**config.mk**
```make
export PLATFORM = sky130hd
export DESIGN_NAME = oiia_sound_sequencer
export DESIGN_NICKNAME = d
export VERILOG_FILES = /design/src/rtl/oiia_sound_sequencer.sv
export SDC_FILE = /design/constraint.sdc
export NUM_CORES = 1
export LEC_CHECK = 0
export BUFFER_PORTS_ARGS = -buffer_cell sky130_fd_sc_hd__buf_2
export CORE_ASPECT_RATIO = 1.1
export CORE_UTILIZATION = 58
export CTS_CLUSTER_SIZE = 20
export DETAILED_ROUTE_END_ITERATION = 12
export PLACE_DENSITY = 0.91
export SETUP_SLACK_MARGIN = 0.3
export SYNTH_ARGS = -nofsm -noshare
export SYNTH_HDL_FRONTEND = slang
export SYNTH_SLANG_ARGS = --single-unit
```
**constraint.sdc**
```tcl
create_clock -name clk -period 3.6 [get_ports clk]
set_input_delay 0 -clock clk [delete_from_list [all_inputs] [get_ports clk]]
set_output_delay 0 -clock clk [all_outputs]
set_load 0.03 [all_outputs]
```
**src/rtl/oiia_sound_sequencer.sv**
```systemverilog
// 1-bit square-wave sequencer for the looping O-I-I-A jingle. Pitch is counted in
// scanlines and the envelope is applied as pixel-rate PWM.
module oiia_sound_sequencer #(
   parameter int STEP_FRAMES = 8
) (
   input  logic       clk,
   input  logic       rst_n,
   input  logic [9:0] x,
   input  logic [9:0] y,
   input  logic       mute,
   output logic       sound,
   output logic [2:0] step,
   output logic       note_on
);

   typedef enum logic {
      MUTED = 1'b0,
      PLAY  = 1'b1
   } state_t;

   localparam logic [3:0] LAST_FRAME = 4'(STEP_FRAMES - 1);

   state_t     r_state, w_state;
   logic [2:0] r_step, w_step;
   logic [3:0] r_frame_cnt, w_frame_cnt;
   logic [5:0] r_hp_cnt, w_hp_cnt;
   logic       r_tone, w_tone;
   logic       r_sound, r_note_on;

   logic       w_line_tick, w_frame_tick;
   logic [5:0] w_hp, w_hp_next;
   logic [1:0] w_level;
   logic       w_gate, w_sound;

   // Half-period of each step's note, in scanlines; 0 marks the rest.
   function automatic logic [5:0] note_hp(input logic [2:0] s);
      case (s)
         3'd0:    return 6'd60;
         3'd1:    return 6'd45;
         3'd2:    return 6'd45;
         3'd3:    return 6'd36;
         3'd4:    return 6'd60;
         3'd5:    return 6'd45;
         3'd6:    return 6'd36;
         default: return 6'd0;
      endcase
   endfunction

   assign w_line_tick  = (x == 10'd0);
   assign w_frame_tick = w_line_tick && (y == 10'd0);
   assign w_hp         = note_hp(r_step);

   // NOTE: every variable gets a default at the top so no path leaves one unassigned (no latch).
   always_comb begin
      w_state     = r_state;
      w_step      = r_step;
      w_frame_cnt = r_frame_cnt;
      w_hp_cnt    = r_hp_cnt;
      w_tone      = r_tone;
      if (mute || r_state == MUTED) begin
         w_state     = (!mute && w_frame_tick) ? PLAY : MUTED;
         w_step      = 3'd0;
         w_frame_cnt = 4'd0;
         w_hp_cnt    = 6'd0;
         w_tone      = 1'b0;
      end else if (w_frame_tick && r_frame_cnt == LAST_FRAME) begin
         // Step change resets the tone phase and wins over a coincident toggle.
         w_frame_cnt = 4'd0;
         w_step      = r_step + 3'd1;
         w_hp_cnt    = 6'd0;
         w_tone      = 1'b0;
      end else begin
         if (w_frame_tick) begin
            w_frame_cnt = r_frame_cnt + 4'd1;
         end
         if (w_hp == 6'd0) begin
            w_hp_cnt = 6'd0;
            w_tone   = 1'b0;
         end else if (w_line_tick) begin
            if (r_hp_cnt == w_hp - 6'd1) begin
               w_hp_cnt = 6'd0;
               w_tone   = ~r_tone;
            end else begin
               w_hp_cnt = r_hp_cnt + 6'd1;
            end
         end
      end
   end

   // Outputs are derived from the state being loaded, so they line up with step.
   assign w_hp_next = note_hp(w_step);
   assign w_gate    = (w_state == PLAY) && (w_hp_next != 6'd0) && (w_frame_cnt < LAST_FRAME);

   always_comb begin
      if (w_frame_cnt < 4'd2) begin
         w_level = 2'd3;
      end else if (w_frame_cnt < 4'd4) begin
         w_level = 2'd2;
      end else begin
         w_level = 2'd1;
      end
   end

   assign w_sound = w_tone && w_gate && (x[1:0] < w_level);

   // NOTE: sequential state uses non-blocking assignments so all registers update together.
   always_ff @(posedge clk or negedge rst_n) begin
      if (!rst_n) begin
         r_state     <= MUTED;
         r_step      <= 3'd0;
         r_frame_cnt <= 4'd0;
         r_hp_cnt    <= 6'd0;
         r_tone      <= 1'b0;
         r_sound     <= 1'b0;
         r_note_on   <= 1'b0;
      end else begin
         r_state     <= w_state;
         r_step      <= w_step;
         r_frame_cnt <= w_frame_cnt;
         r_hp_cnt    <= w_hp_cnt;
         r_tone      <= w_tone;
         r_sound     <= w_sound;
         r_note_on   <= w_gate;
      end
   end

   assign sound   = r_sound;
   assign step    = r_step;
   assign note_on = r_note_on;

endmodule

```
==> metrics.yaml, run 1 <==
cp_max_fo: 6
ys.flop_type: "dfrtp_1"
power.combinational.fraction_pct: 8.3
die_w_um: 48.1
drt-met1-wl_um: 1190
nets: 215
p_seq_share_pct: 59.0
wl_um: 2960
final_cells: 213
fin_ws_ps: 1150
path_cells: "inv_1 > ha_1 > nor2b_1 > or2_0 > o31a_1 > a2111oi_2 > mux2i_1 > nor4_2"
status: "completed"
insertion_delay_ps: 300
intPower_mw: 0.245
grt_antenna_before_repair: 0
worstRegToRegCells: 8
dr_wl_met2_um: 1600
antenna_left: 0
die_h_um: 52.7
avgViaCountPerCell: 5.89
top_layer_used: "met4"
synth.distinct_cells: 47
drv_slew: 0
period_minus_slack_ps: 2450
rows: 18
port_buffers: 27
grt_usage_pct: 26.3
switching_share_pct: 24.1
placed_cells: 207
synth_top_area_cell: "dfrtp_1"
rsz0062_at_grt: "false"
place_congestion: 0.900
yosysWarnings: 0
setup_viol: 0
netlist_instances: 155
multi_input_area_um2: 853
finalCritPeriodShare_pct: 68.0
slew_headroom_pct: 59.5
hold_class: "in2reg"
grt_pass1_vias: 1133
finalHoldViolCount: 0
path_class: "reg2reg"
leakagePower_nw: 0.628
syn_nets: 186
grt_max_degree: 18
ys_top_cells_by_count: "dfrtp_1, nand2_1, nor2_1"
synth_area_per_cell_um2: 8.76
ys_top_cells_by_area: "dfrtp_1, ha_1, nand3_1"
holdPathStages: 5
yosys.area.top_type_share_pct: 31.3
power.density_nw_per_um2: 210
cts_inserted_buffers: 3
tns_ps: 0
max_freq_mhz: 408
start_util_pct: 60.9
register_area_um2: 425
ir_drop_mv: 0.195
dr.pass1.iters: 4
met3_length_um: 120
ios: 28
first_iter_violations: 26
power_mw: 0.323
netSwitchingPower_mw: 0.0779
syn-cell-area_um2: 1360
cts_sinks: 17
nFillCells: 165
crit_arrival_ps: 2640
crit_path_start_kind: "flip-flop"
synth_edf_count: 0
grt_overflow: 0
vias: 1255
path_clk_slew_ps: 100
cts_resized: 0
max_cap_violations: 0
synthArstFlopShare_pct: 100
pre_cts_slack_ps: 1190
drc_errors: 0
cts_buffer_depth: 2
fp.coreArea_um2: 2230
drive_gt1_share_pct: 25.1
dpl.hpwl_um: 2360
antenna_cells: 0
required_ps: 3790
slowest_stage: "dfrtp_1"
finalClockSkew_ps: 1.23
routedWlPerCell_um: 13.9
tightest_slew_ps: 603
max_stage_delay_ps: 460
cts_root_buf: "clkbuf_4"
grt_pass1_wl_um: 4640
cts_max_level: 1
clockPowerShare_pct: 32.7
cts_tree: "done"
critPathCaptureType: "flip-flop"
die_area_um2: 2540
syn_to_final_growth_pct: 13.2
synth_seq_cells: 17
ys_seq_area_share_pct: 31.3
## state kept, by name, indices dropped and copies added, names as in the netlist
signal	cells
step	3
r_frame_cnt	4
r_tone	1
sound	1
r_state	1
r_hp_cnt	6
note_on	1
## layer usage
| metal | vias to the layer above | GRT usage (%) |
|---|---|---|
| li1 | 620 | - |
| met1 | 588 | 30.1 |
| met2 | 43 | 45.9 |
| met3 | 4 | 2.76 |
| met4 | 0 | 13.9 |
| met5 | - | 0 |
## metrics by stage
step	util, %	area, um^2	hold WS, ps
after floorplan	-	1360	-296
after global placement	66.8	1490	-59.0
after detailed placement	66.8	1490	-56.2
after CTS	68.9	1540	82.2
after global routing	68.9	1540	99.5
final	68.9	1540	91.5
## logic make-up (layout without fill, tap and decap cells)
kind of cell	Yosys count	in the layout	share of synthesized area (%)
simple gates	76	76	33.3
compound gates	32	32	17.1
xor+xnor	3	3	1.94
flops	17	17	31.3
mux	4	4	3.13
fa+ha+maj	8	8	7.37
buf+inv	15	43	5.81
## final cells by class
cell class              instances  share of cell area (%)
flip-flops and latches         17                    27.7
multi-input cells             123                    55.5
clock inverters                 1                   0.326
repair buffers                 29                    10.1
clock buffers                   3                    1.47
inverters                      10                    2.44
well taps                      30                    2.44
## worst paths after layout
check                                   startpoint                      end  slack (ps)
min reg2reg                r_hp_cnt[5]$_DFFE_PN0P_  r_hp_cnt[5]$_DFFE_PN0P_         580
max                              step[0]$_DFF_PN0_          sound$_DFF_PN0_        1150
min                                           x[0]          sound$_DFF_PN0_          90
min in group asynchronous                    rst_n  r_hp_cnt[2]$_DFFE_PN0P_         140
max reg2reg                      step[0]$_DFF_PN0_          sound$_DFF_PN0_        1150
max in group asynchronous                    rst_n        r_state$_DFF_PN0_        3180
## what timing repair did
item / in CTS / in global routing
hold buffers: 2 / 0
hold endpoints to repair: 18 / 0
setup buffers: 0 / 0
## critical path: cells and delay by family (launching register included)
kind,cells,cell delay [ps]
simple gates,3,480
compound gates,2,720
fa+ha+maj,1,240
mux,1,300
buf+inv,1,130
flops,1,460
## placed cells by master (no fill, tap or decap), types with 8 or more instances in the layout
master / count
a21oi_1: 10
buf_2: 27
dfrtp_1: 17
ha_1: 8
inv_1: 10
nand2_1: 17
nand3_1: 13
nor2_1: 16
## power groups by stage
| stage | Sequential [mW] | Clock (mW) | Combinational, mW |
|---|---|---|---|
| 2_1_floorplan | 0.195 | 0 | 0.00538 |
| 3_3_place_gp | 0.195 | 0 | 0.0246 |
| 3_5_place_dp | 0.195 | 0 | 0.0256 |
| 4_1_cts | 0.191 | 0.110 | 0.0273 |
| 5_1_grt | 0.191 | 0.115 | 0.0298 |
| 6_report | 0.191 | 0.106 | 0.0269 |
Power figures use the tool's default switching activity.
==> run 2: changes to the inputs <==
--- a/config.mk
+++ b/config.mk
@@ -7,10 +7,10 @@
 export LEC_CHECK = 0
 export BUFFER_PORTS_ARGS = -buffer_cell sky130_fd_sc_hd__buf_2
 export CORE_ASPECT_RATIO = 1.1
-export CORE_UTILIZATION = 58
+export CORE_UTILIZATION = 54
 export CTS_CLUSTER_SIZE = 20
 export DETAILED_ROUTE_END_ITERATION = 12
-export PLACE_DENSITY = 0.91
+export PLACE_DENSITY = 0.86
 export SETUP_SLACK_MARGIN = 0.3
 export SYNTH_ARGS = -nofsm -noshare
 export SYNTH_HDL_FRONTEND = slang
==> constraint.sdc (replaced) <==
create_clock -name clk -period 2.54 [get_ports clk]
set_input_delay 0 -clock clk [delete_from_list [all_inputs] [get_ports clk]]
set_output_delay 0 -clock clk [all_outputs]
set_load 0.03 [all_outputs]
==> metrics.yaml, run 2 (synthesis results as in run 1) <==
status: "completed"  # unchanged
r2r_slack_ps: 250  # was 1150 ps
cp_top_family: "simple AND/OR/NAND/NOR gates"  # was compound AO/OA/AOI/OAI gates
intPower_mw: 0.348  # was 0.245 mW
drive_gt1_share_pct: 36.6  # was 25.1%
nets: 223  # was 215
crit_path_start_kind: "flip-flop"  # unchanged
die_w_um: 49.8  # was 48.1 um
whs_endpoint: "sound$_DFF_PN0_"  # unchanged
top_register: "r_hp_cnt"  # unchanged
final_cell_mix: "buf_2, nand2_1, nor2_1"  # was buf_2, nand2_1, dfrtp_1
crit_arrival_ps: 2500  # was 2640 ps
avgViaCountPerCell: 6.09  # was 5.89
slew_headroom_pct: 73.7  # was 59.5%
grt_usage_pct: 24.2  # was 26.3%
drc_errors: 0  # unchanged
worstRegToRegCells: 8  # unchanged
fp.coreArea_um2: 2320  # was 2230 um^2
required_ps: 2760  # was 3790 ps
crit_start: "step[0]$_DFF_PN0_"  # unchanged
dr.pass1.iters: 5  # was 4
rsz0062_at_grt: "true"  # was false
rows: 18  # unchanged
finalClockSkew_ps: 11.1  # was 1.23 ps
grt_pass1_wl_um: 5000  # was 4640 um
grt_max_degree: 18  # unchanged
netSwitchingPower_mw: 0.116  # was 0.0779 mW
place_congestion: 0.868  # was 0.900
routedWlPerCell_um: 14.9  # was 13.9 um
grtUsageMet3_pct: 2.50  # was 2.76%
finalHoldViolCount: 0  # unchanged
ios: 28  # unchanged
slowest_stage: "or4b_4"  # was dfrtp_1
grt_antenna_before_repair: 0  # unchanged
antenna_cells: 0  # unchanged
setup_viol: 0  # unchanged
ir_drop_mv: 0.180  # was 0.195 mV
grtUsageMet2_pct: 45.3  # was 45.9%
syn_to_final_growth_pct: 25.3  # was 13.2%
path_clk_slew_ps: 120  # was 100 ps
tns_ps: 0  # unchanged
clockPowerShare_pct: 33.4  # was 32.7%
die_area_um2: 2720  # was 2540 um^2
cts_max_level: 1  # unchanged
p_seq_share_pct: 58.4  # was 59.0%
cts_inserted_buffers: 3  # unchanged
drv_slew: 0  # unchanged
tightest_slew_ps: 395  # was 603 ps
finalCritPeriodShare_pct: 90.0  # was 68.0%
r2r-start: "step[0]$_DFF_PN0_"  # unchanged
holdPathStages: 5  # unchanged
cts_tree: "done"  # unchanged
path_class: "reg2reg"  # unchanged
dpl.hpwl_um: 2300  # was 2360 um
grt_use_met1_pct: 27.9  # was 30.1%
hp-start: "x[0]"  # unchanged
port_buffers: 27  # unchanged
cp_max_fo: 5  # was 6
cp_num_buf_inv: 1  # unchanged
hold_class: "in2reg"  # unchanged
start_util_pct: 58.5  # was 60.9%
power.density_nw_per_um2: 272  # was 210 nW/um^2
vias: 1345  # was 1255
cts_buffer_depth: 2  # unchanged
die_h_um: 54.6  # was 52.7 um
critPathCaptureType: "flip-flop"  # unchanged
power.combinational.fraction_pct: 8.2  # was 8.3%
switching_share_pct: 24.9  # was 24.1%
first_iter_violations: 38  # was 26
top_usage_layer: "met2"  # unchanged
max_stage_delay_ps: 480  # was 460 ps
grt_pass1_vias: 1218  # was 1133
cts_root_buf: "clkbuf_4"  # unchanged
grt_overflow: 0  # unchanged
largest_register_ffs: 6  # unchanged
insertion_delay_ps: 300  # about the same
cts_sinks: 17  # unchanged
leakagePower_nw: 0.665  # was 0.628 nW
reg2reg_to: "r_hp_cnt[4]$_DFFE_PN0P_"  # was sound$_DFF_PN0_
antenna_left: 0  # unchanged
path_cells: "buf_4 > ha_1 > nand2b_1 > and3b_1 > o31a_1 > a211o_1 > or4b_4 > a31oi_4"  # was inv_1 > ha_1 > nor2b_1 > or2_0 > o31a_1 > a2111oi_2 > mux2i_1 > nor4_2
period_minus_slack_ps: 2290  # was 2450 ps
hold_ws_ps: 102  # was 91.5 ps
max_freq_mhz: 438  # was 408 MHz
wl_um: 3300  # was 2960 um
max_cap_violations: 0  # unchanged
mostFrequentLayoutCell: "buf_2"  # unchanged
run 2: cell types whose count changed in the layout (fill, tap and decap cells not counted), moves of 3 or more:
cell	previous run	this run
buf_4	0	8
dfrtp_1	17	13
dfrtp_2	0	4
ha_1	8	5
ha_4	0	3
run 2: per-stage QoR:
stage	total power [mW]	worst slack (ps)	instance area [um^2]	utilization, %	instances
2_1_floorplan	0.283	315	1360	-	155
3_3_place_gp	0.311	218	1510	64.9	209
3_5_place_dp	0.312	175	1510	64.9	209
4_1_cts	0.465	280	1570	67.5	216
5_1_grt	0.478	206	1700	73.4	221
6_report	0.463	255	1700	73.4	221
run 2: layout make-up:
class	instances	area [um^2]
Clock buffer	3	22.5
Clock inverter	1	5.00
Fill cell	184	618
Inverter	10	40.0
Multi-Input combinational cell	123	951
Sequential cell	17	430
Tap cell	30	37.5
Timing Repair Buffer	37	215
run 2: worst max-delay path by stage:
stage,endpoint,slack (ps),cells after the start
2_1_floorplan,r_hp_cnt[4]$_DFFE_PN0P_,310,8
4_1_cts,sound$_DFF_PN0_,280,8
3_5_place_dp,sound$_DFF_PN0_,180,12
6_report,r_hp_cnt[4]$_DFFE_PN0P_,250,8
3_3_place_gp,sound$_DFF_PN0_,220,11
5_1_grt,r_hp_cnt[4]$_DFFE_PN0P_,210,8
run 2: timing repair:
action,CTS,global route
cloned,0,0
resized for setup,2,18
hold endpoints to repair,18,0
pin swaps,2,7
endpoints found under the setup margin,3,5
buffers inserted,1,5
hold buffers,2,0
run 2: metal layers:
metal / vias to the layer above / share of wire, %
li1: 641 / -
met5: - / 0
met3: 4 / 3.9
met2: 51 / 54
met4: 0 / 1.4
met1: 649 / 41
run 2: worst reg2reg max path, stage by stage, from the launching register on:
cell and delay (ps):
dfrtp_2 470, buf_4 160, ha_1 210, nand2b_1 170, and3b_1 190, o31a_1 210
a211o_1 150, or4b_4 480, a31oi_4 170
run 2: power by group through the flow:
stage                     sequential, mW  combinational [mW]  clock [mW]
after floorplan                    0.276             0.00763           0
after global placement             0.276              0.0350           0
after detailed placement           0.276              0.0365           0
after CTS                          0.271              0.0390       0.155
after global routing               0.271              0.0426       0.165
final                              0.270              0.0380       0.155
==> run 3: changes to the inputs <==
--- a/config.mk
+++ b/config.mk
@@ -10,6 +10,7 @@
 export CORE_UTILIZATION = 54
 export CTS_CLUSTER_SIZE = 20
 export DETAILED_ROUTE_END_ITERATION = 12
+export HOLD_SLACK_MARGIN = 0.06
 export PLACE_DENSITY = 0.86
 export SETUP_SLACK_MARGIN = 0.3
 export SYNTH_ARGS = -nofsm -noshare
==> constraint.sdc (replaced) <==
create_clock -name clk -period 2.6 [get_ports clk]
set_input_delay 0 -clock clk [delete_from_list [all_inputs] [get_ports clk]]
set_output_delay 0 -clock clk [all_outputs]
set_load 0.03 [all_outputs]
==> metrics.yaml, run 3 (synthesis results as in run 1) <==
stdcell_area_um2: 1650  # was 1700 um^2
path_clk_slew_ps: 100  # was 120 ps
grt_pass1_wl_um: 5230  # was 5000 um
placed_cells: 208  # was 209
critPathCaptureType: "flip-flop"  # unchanged
rsz0062_at_grt: "true"  # unchanged
switching_share_pct: 24.1  # was 24.9%
power.combinational.fraction_pct: 8.4  # was 8.2%
dpl.hpwl_um: 2340  # was 2300 um
die_area_um2: 2720  # unchanged
antenna_cells: 0  # unchanged
required_ps: 2780  # was 2760 ps
finalCritPeriodShare_pct: 86.3  # was 90.0%
finalClockSkew_ps: 4.72  # was 11.1 ps
grtUsageMet2_pct: 48.0  # was 45.3%
setup_viol: 0  # unchanged
routedWlPerCell_um: 14.5  # was 14.9 um
cts_root_buf: "clkbuf_4"  # unchanged
intPower_mw: 0.340  # was 0.348 mW
grt_overflow: 0  # unchanged
p_seq_share_pct: 59.0  # was 58.4%
first_iter_violations: 56  # was 38
netSwitchingPower_mw: 0.108  # was 0.116 mW
max_cap_violations: 0  # unchanged
drive_gt1_share_pct: 35.6  # was 36.6%
tightest_slew_ps: 675  # was 395 ps
ios: 28  # unchanged
nets: 220  # was 223
finalHoldViolCount: 0  # unchanged
dr.pass1.iters: 4  # was 5
grt_max_degree: 18  # unchanged
rows: 18  # unchanged
crit_path_start_kind: "flip-flop"  # unchanged
period_minus_slack_ps: 2240  # was 2290 ps
cts_max_level: 1  # unchanged
avgViaCountPerCell: 6.02  # was 6.09
top_usage_layer: "met2"  # unchanged
tns_ps: 0  # unchanged
cts_sinks: 17  # unchanged
cts_tree: "done"  # unchanged
final_cell_mix: "buf_2, nand2_1, nor2_1"  # unchanged
die_w_um: 49.8  # unchanged
die_h_um: 54.6  # unchanged
leakagePower_nw: 0.643  # was 0.665 nW
clockPowerShare_pct: 32.6  # was 33.4%
cts_buffer_depth: 2  # unchanged
power.density_nw_per_um2: 271  # was 272 nW/um^2
mostFrequentLayoutCell: "buf_2"  # unchanged
drc_errors: 0  # unchanged
top_register: "r_hp_cnt"  # unchanged
grt_use_met1_pct: 29.1  # was 27.9%
port_buffers: 27  # unchanged
cts_inserted_buffers: 3  # unchanged
slew_headroom_pct: 54.7  # was 73.7%
grt_usage_pct: 25.2  # was 24.2%
drv_slew: 0  # unchanged
antenna_left: 0  # unchanged
vias: 1313  # was 1345
max_freq_mhz: 446  # was 438 MHz
path_class: "reg2reg"  # unchanged
ir_drop_mv: 0.240  # was 0.180 mV
grt_antenna_before_repair: 0  # unchanged
place_congestion: 0.877  # was 0.868
hold_class: "in2reg"  # unchanged
crit_arrival_ps: 2420  # was 2500 ps
grtUsageMet3_pct: 2.50  # unchanged
fp.coreArea_um2: 2320  # unchanged
cp_max_fo: 7  # was 5
placed_cell_area_um2: 1500  # was 1510 um^2
status: "completed"  # unchanged
final_cells: 218  # was 221
wl_um: 3170  # was 3300 um
insertion_delay_ps: 300  # about the same
grt_pass1_vias: 1236  # was 1218
start_util_pct: 58.5  # unchanged
largest_register_ffs: 6  # unchanged
syn_to_final_growth_pct: 21.8  # was 25.3%
run 3: cell types whose count changed in the layout (fill, tap and decap cells not counted), sizes merged:
cell	change
buf	-3
run 3: repair_timing:
action                     in CTS  in global routing
resized for setup               2                 15
setup endpoints to repair       3                  4
hold buffers                    2                  0
hold endpoints to repair       19                  0
buffers inserted                2                  2
pin swaps                       1                  6
run 3: worst paths after layout:
kind | from | endpoint | slack [ps] | cells after the start
max | step[0]$_DFF_PN0_ | sound$_DFF_PN0_ | 360 | 7
max in group asynchronous | rst_n | r_frame_cnt[0]$_DFF_PN0_ | 2140 | 2
min | x[0] | sound$_DFF_PN0_ | 120 | 5
min in group asynchronous | rst_n | r_hp_cnt[2]$_DFFE_PN0P_ | 150 | 2
max reg2reg | step[0]$_DFF_PN0_ | sound$_DFF_PN0_ | 360 | 7
min reg2reg | r_hp_cnt[5]$_DFFE_PN0P_ | r_hp_cnt[5]$_DFFE_PN0P_ | 590 | 2
run 3: worst max-delay path: stages, from the launching register on:
cell and delay, ps:
dfrtp_2 440, buf_4 140, ha_2 210, or2_0 230
o31a_1 330, a2111oi_4 380, mux2i_1 320, nor4_2 80
run 3: cell type report:
class | count | area, um^2
clock buffer | 3 | 22.5
clock inverter | 1 | 5.00
fill | 188 | 667
inverter | 10 | 37.5
multi-input combinational | 123 | 927
sequential | 17 | 430
tap | 30 | 37.5
timing repair buffer | 34 | 193
run 3: layer usage:
| layer | wire (um) | share of wire [%] |
|---|---|---|
| met5 | 0 | 0 |
| met4 | 102 | 3.2 |
| met3 | 157 | 5.0 |
| met2 | 1570 | 50 |
| met1 | 1340 | 42 |
run 3: through the flow:
step,power [mW],utilization (%),hold slack (ps),setup slack [ps]
2_1_floorplan,0.277,-,-296,304
3_3_place_gp,0.304,64.6,-60.9,271
3_5_place_dp,0.305,64.6,-49.9,199
4_1_cts,0.453,68.0,104,263
5_1_grt,0.469,71.3,137,269
6_report,0.448,71.3,119,356
run 3: power groups by stage:
stage	logic (mW)	registers (mW)	clock network, mW
floorplan	0.00745	0.269	0
global placement	0.0344	0.269	0
detailed placement	0.0359	0.269	0
CTS	0.0384	0.264	0.150
global route	0.0418	0.264	0.163
finish	0.0377	0.264	0.146
